==> src/rtl/counter_pkg.sv <==
// counter_pkg: shared constants and types for the counter block.
//   DEFAULT_BITS : default counter width (8).
//   dir_e        : counting direction, DIR_UP = 0, DIR_DOWN = 1.
package counter_pkg;

    localparam int DEFAULT_BITS = 8;

    typedef enum logic {
        DIR_UP   = 1'b0,
        DIR_DOWN = 1'b1
    } dir_e;

endpackage

==> src/rtl/counter_next.sv <==
// counter_next: combinational next-step value and boundary flag for the counter.
//   count_i : current count
//   dir_i   : step direction
//   next_o  : value after one step (modulo, or held at the boundary when SATURATE)
//   wrap_o  : step starts at the boundary for its direction (max going up, 0 going down)
module counter_next
    import counter_pkg::*;
#(
    parameter int BITS     = DEFAULT_BITS,
    parameter bit SATURATE = 1'b0
) (
    input  logic [BITS-1:0] count_i,
    input  dir_e            dir_i,
    output logic [BITS-1:0] next_o,
    output logic            wrap_o
);

    localparam logic [BITS-1:0] ONE = BITS'(1);

    logic            at_bound;
    logic [BITS-1:0] stepped;

    always_comb begin
        at_bound = (dir_i == DIR_UP) ? (&count_i) : ~(|count_i);
        stepped  = (dir_i == DIR_UP) ? count_i + ONE : count_i - ONE;
        // In saturating mode a step at the boundary is blocked; the flag still fires.
        next_o   = (SATURATE && at_bound) ? count_i : stepped;
        wrap_o   = at_bound;
    end

endmodule

==> src/rtl/counter.sv <==
// counter: loadable up/down counter with a registered boundary-crossing pulse.
//   clk            : clock, all state on rising edge
//   reset          : synchronous active-low reset
//   enable         : step the count when high
//   inverseCounter : 0 = count up, 1 = count down
//   load           : load data into count (wins over enable)
//   data           : load value
//   count          : registered count
//   wrap           : registered one-cycle pulse after a boundary step
// Build option: define COUNTER_SATURATE_EN to hold at the boundaries instead of wrapping.
module counter
    import counter_pkg::*;
#(
    parameter int BITS = DEFAULT_BITS
) (
    input  logic            clk,
    input  logic            reset,
    input  logic            enable,
    input  logic            inverseCounter,
    input  logic            load,
    input  logic [BITS-1:0] data,
    output logic [BITS-1:0] count,
    output logic            wrap
);

`ifdef COUNTER_SATURATE_EN
    localparam bit SATURATE = 1'b1;
`else
    localparam bit SATURATE = 1'b0;
`endif

    logic [BITS-1:0] count_d, count_q, step_val;
    logic            wrap_d, wrap_q, step_wrap;

    counter_next #(
        .BITS     (BITS),
        .SATURATE (SATURATE)
    ) u_next (
        .count_i (count_q),
        .dir_i   (dir_e'(inverseCounter)),
        .next_o  (step_val),
        .wrap_o  (step_wrap)
    );

    always_comb begin
        count_d = load ? data : (enable ? step_val : count_q);
        // Loading never reports a boundary crossing, whatever the value.
        wrap_d  = !load && enable && step_wrap;
    end

    always_ff @(posedge clk) begin
        if (!reset) begin
            count_q <= '0;
            wrap_q  <= 1'b0;
        end else begin
            count_q <= count_d;
            wrap_q  <= wrap_d;
        end
    end

    assign count = count_q;
    assign wrap  = wrap_q;

endmodule

==> config.mk <==
export PLATFORM = sky130hd
export DESIGN_NAME = counter
export DESIGN_NICKNAME = d
export VERILOG_FILES = /design/src/rtl/counter_pkg.sv /design/src/rtl/counter_next.sv /design/src/rtl/counter.sv
export SDC_FILE = /design/constraint.sdc
export NUM_CORES = 1
export LEC_CHECK = 0
export BUFFER_PORTS_ARGS = -buffer_cell sky130_fd_sc_hd__clkbuf_2
export CORE_MARGIN = 2
export CORE_UTILIZATION = 51
export CTS_CLUSTER_SIZE = 12
export DETAILED_ROUTE_END_ITERATION = 12
export GPL_TIMING_DRIVEN = 1
export PLACE_DENSITY_LB_ADDON = 0.1
export SLEW_MARGIN = 20
export SYNTH_ARGS = -nofsm -noshare
export SYNTH_HDL_FRONTEND = slang
export SYNTH_HIERARCHICAL = 1
export SYNTH_SLANG_ARGS = --single-unit
==> constraint.sdc <==
create_clock -name clk -period 2.6 [get_ports clk]
set_clock_uncertainty 0.1 [all_clocks]
set_input_delay 0.26 -clock clk [delete_from_list [all_inputs] [get_ports clk]]
set_output_delay 0.26 -clock clk [all_outputs]
set_load 0.01 [all_outputs]
==> flow_summary_export.csv, run 1 <==
group,metric,value,unit
critical_path,worstSetupStartpointType,"flop",
power_and_ir_drop,power_density,489,nW/µm²
flow_run,cap_violations,0,
timing,rsz0062_at_grt,"no",
status,status,"complete, no violations",
critical_path,cp.required,2.65,ns
clocking,cts-root-buf,"clkbuf_4",
power_and_ir_drop,power.static_leakage,0.509,nW
finish,postLayoutCoreUtil,0.635,
critical_path,crit-reg2reg-launch,"count[0]",
synth,ys_warn_count,6,
finish,drive_gt1_frac,0.327,
hold_path,hold_start,"data[1]",
timing,setup_ws,0.406,ns
synth,synth_edf_count,0,
floorplan,rows,14,
floorplan,fp.dieW,44.3,µm
drt,via_per_inst,5.93,
clocking,htree_levels,1,
finish,mostFrequentLayoutCells,"clkbuf_2 (21), nand2b_1 (9), dfxtp_1 (9)",
clocking,post_cts_buffers,0,
global_route,grtUsageTotal,0.209,
critical_path,arrival,2.24,ns
power_and_ir_drop,vdd_drop_max,0.279,mV
synth,async_flop_share,0,
global_route,grt_first_pass_wirelength,3.06,mm
synth,ys_ff_latch,9,
critical_path,cp_max_fo,6,
timing,finalSetupTns,0,ns
drt,wl_per_cell,13.7,µm
place,pre_cts_ws,0.397,ns
synth,yosysSeqAreaShare,0.218,
synth,syn_nets,105,
clocking,cts_tree,"built",
drt,wirelength,1.69,mm
place,placed_cells,119,
drt,dr.pass1.iters,4,
floorplan,boundaryPins,22,
drt,via_count,730,
timing,worst_pin_slew,0.335,ns
critical_path,crit_start,"count[0]",
synth,avgSynthCellArea,9.73,µm²
global_route,antenna_found_initial,0,
floorplan,start_util,0.549,
critical_path,cp-end-kind,"flop",
global_route,grt_pass1_vias,707,
clocking,clkSinkCount,9,
floorplan,core,1510,µm²
finish,diodes,0,
timing,finalHoldViolCount,0,
drt,drt_iter0_drc,6,
drt,drtAntennaViolNets,0,
clocking,cts_hold_buffers,0,
clocking,clk_pin_slew,0.06,ns
finish,fin_nets,128,
drt,drcViolationCount,0,
timing,drv_slew,0,
synth,yosys_most_used_dff,"dfxtp_1",
synth,synth_area,827,µm²
timing,fmaxAchievable,456,MHz
clocking,cts_resized,0,
finish,layout_commonest_cell,"clkbuf_2",
hold_path,min_path_type,"in2reg",
floorplan,die_height,44.3,µm
timing,setup_violations,0,
global_route,grt_max_degree,18,
finish,layoutNonFillerInstCount,123,
timing,fin_crit_sh,0.844,
critical_path,critical_path_class,"reg2reg",
timing,period_needed,2.19,ns
clocking,clkLatencyLatePin,0.25,ns
place,gp_congestion,0.775,
place,post-dp-hpwl,1.34,mm
place,numPortBuffers,21,
global_route,grt-ovfl-total,0,
finish,syn_to_final_growth,15.6,%
clocking,cts_buffers,3,
synth,ys_types,34,
timing,slew_headroom,0.775,
clocking,cts_max_path_buffers,2,
synth,synthCells,85,
floorplan,die_area,1960,µm²
-- where the power goes --
part | switching (W) | internal [W]
registers | 0.0000191 | 0.000150
logic | 0.0000874 | 0.000105
clock network | 0.0000470 | 0.0000590
total | 0.000154 | 0.000314
-- synth_stat cells, drive strengths merged, types with 3 or more instances --
| library cell | instances | area share |
|---|---|---|
| nand2 | 3 | 0.014 |
| nand2b | 9 | 0.068 |
| o211a | 8 | 0.097 |
| o211ai | 3 | 0.027 |
| a21oi | 5 | 0.030 |
| mux2 | 8 | 0.15 |
| buf | 3 | 0.027 |
| inv | 5 | 0.023 |
| ha | 6 | 0.091 |
| dfxtp | 9 | 0.22 |
-- routing by layer --
layer	track usage	wire (µm)
met4	0.0364	0
met2	0.359	807
met5	0	0
met1	0.262	821
met3	0.0612	60
-- cells by family (layout without fill, tap and decap cells) --
group / Yosys count / in the layout / synth area share
adders and majority gates: 7 / 7 / 0.115
xor gates and xnor gates: 4 / 4 / 0.0424
and+or+nand+nor: 22 / 22 / 0.171
muxes: 8 / 8 / 0.145
DFF: 9 / 9 / 0.218
AOI/OAI and AO/OA: 27 / 27 / 0.259
buffers and inverters: 8 / 30 / 0.0499
-- registers in the layout, indices dropped and copies added (netlist names) --
register and cells:
count 8, wrap 1
-- worst paths after layout --
kind / to / depth (start not counted) / slack [ns]
worst max-delay path: count[6] / 7 / 0.41
worst min-delay path: count[1] / 3 / 0.22
worst max register to register: count[6] / 7 / 0.41
worst min register to register: count[1] / 2 / 0.62
-- stage by stage --
step                      hold WS [ns]  area, µm²  total power (W)
final                            0.220        956         0.000468
after global routing             0.226        956         0.000508
after CTS                        0.216        956         0.000472
after detailed placement         0.485        930         0.000365
after global placement           0.474        930         0.000361
after floorplan                  0.354        827         0.000318
-- cell type report --
class                      count  area (µm²)
fill                         138         551
tap                           16        20.0
multi-input combinational     68         606
sequential                     9         180
timing repair buffer          21         105
inverter                       5        18.8
clock buffer                   4        26.3
-- worst max-delay path, cell delays in order (launching register included) --
cell	delay [ns]
dfxtp_1	0.44
inv_1	0.12
fa_1	0.48
nor2b_1	0.21
o31a_1	0.17
o311ai_1	0.11
mux2_4	0.27
o211a_1	0.20
Power figures use the tool's default switching activity.
==> run 2, diff against run 1 <==
- clock period: 2.6 -> 2.1 ns (I/O delays scaled with it)
==> flow_summary_export.csv, run 2 (same netlist as run 1, synthesis figures left out) <==
group,metric,value,unit
drt,drt_iter0_drc,18,
critical_path,crit_slowest_cell,"ha_1",
finish,diodes,0,
finish,fill_cells,135,
floorplan,die_area,1960,µm²
global_route,grt_first_pass_wirelength,3.28,mm
finish,multi_input_comb_area,613,µm²
global_route,grtUsageTotal,0.226,
critical_path,cp-end-kind,"flop",
timing,finalSetupTns,0,ns
finish,largest_reg_flops,8,
timing,period_needed,2.05,ns
clocking,post_cts_buffers,0,
floorplan,boundaryPins,22,
critical_path,worstSetupStartpointType,"flop",
floorplan,fp.dieW,44.3,µm
drt,drtAntennaViolNets,0,
global_route,antenna_found_initial,0,
clocking,htree_levels,1,
timing,fmaxAchievable,488,MHz
hold_path,min_path_type,"in2reg",
clocking,cts_resized,0,
power_and_ir_drop,vdd_drop_max,0.451,mV
drt,via_count,777,
clocking,cts-root-buf,"clkbuf_4",
drt,dr.pass1.iters,4,
drt,wirelength,1.91,mm
critical_path,critical_path_class,"reg2reg",
global_route,grt_pass1_vias,778,
finish,layout_commonest_cell,"clkbuf_2",
critical_path,cpPeakStageDelay,0.35,ns
critical_path,cp_max_fo,4,
clocking,cts_max_path_buffers,2,
finish,drive_gt1_frac,0.400,
clocking,cts_buffers,3,
finish,seq_area,181,µm²
floorplan,start_util,0.549,
finish,postLayoutCoreUtil,0.680,
place,numPortBuffers,21,
place,post-dp-hpwl,1.51,mm
power_and_ir_drop,power.static_leakage,0.552,nW
critical_path,arrival,2.11,ns
timing,setup_violations,0,
timing,drv_slew,0,
timing,finalHoldViolCount,0,
global_route,grt-ovfl-total,0,
finish,syn_to_final_growth,23.9,%
drt,drcViolationCount,0,
clocking,clk_pin_slew,0.06,ns
power_and_ir_drop,total_power,0.000613,W
timing,slew_headroom,0.752,
critical_path,cp.required,2.16,ns
finish,fin_nets,136,
timing,rsz0062_at_grt,"no",
clocking,clkSinkCount,9,
finish,mostFrequentLayoutCells,"clkbuf_2 (21), nand2b_1 (9)",
timing,fin_crit_sh,0.976,
timing,worst_pin_slew,0.368,ns
floorplan,die_height,44.3,µm
global_route,grt_max_degree,18,
floorplan,core,1510,µm²
status,status,"complete, no violations",
clocking,clkLatencyLatePin,0.26,ns
flow_run,cap_violations,0,
critical_path,worstPathCellList,"ha_1 > nor2b_2 > o311ai_0 > o311ai_1 > mux2_4 > o211a_1",
clocking,cts_hold_buffers,0,
clocking,cts_tree,"built",
drt,via_per_inst,5.93,
drt,wl_per_cell,14.6,µm
floorplan,rows,14,
power_and_ir_drop,power_density,598,nW/µm²
place,gp_congestion,0.928,
[run 2: layout make-up]
| cell class | count | share of cell area |
|---|---|---|
| repair buffers | 29 | 0.161 |
| well taps | 16 | 0.0195 |
| clock buffers | 4 | 0.0256 |
| flip-flops and latches | 9 | 0.177 |
| inverters | 5 | 0.0183 |
| multi-input cells | 68 | 0.598 |
[run 2: worst max-delay path: cells and delay by family, from the launching register on]
kind / cells / cell delay (ns)
AO/OA/AOI/OAI: 3 / 0.72
adder cells (fa/ha/maj): 1 / 0.35
AND/OR/NAND/NOR: 1 / 0.19
multiplexers: 1 / 0.28
flip-flops: 1 / 0.32
[run 2: worst paths after layout]
check        startpoint        to  slack, ns  depth (start not counted)
max            count[2]  count[6]       0.05                          6
min             data[4]  count[4]       0.16                          3
max reg2reg    count[2]  count[6]       0.05                          6
min reg2reg    count[1]  count[1]       0.56                          2
[run 2: metal layers]
metal	part of all wire	vias up	GRT usage
met5	0	-	0
met4	0	0	0.0364
met3	0.042	0	0.0612
met2	0.53	22	0.432
met1	0.43	371	0.248
li1	-	384	-
[run 2: power by group]
part / switching, W / internal [W] / leakage (nW)
registers: 0.0000127 / 0.000186 / 0.0751
clock network: 0.0000623 / 0.0000734 / 0.0150
logic: 0.000130 / 0.000149 / 0.462
[run 2: per-stage QoR]
step | hold WS [ns] | instance area [µm²] | setup slack, ns | instances
finish | 0.164 | 1020 | 0.0507 | 131
global route | 0.171 | 1020 | 0.00291 | 131
CTS | 0.155 | 1020 | 0.0174 | 131
detailed placement | 0.437 | 990 | -0.0387 | 127
global placement | 0.421 | 990 | -0.0278 | 127
floorplan | 0.304 | 827 | 0.0428 | 85
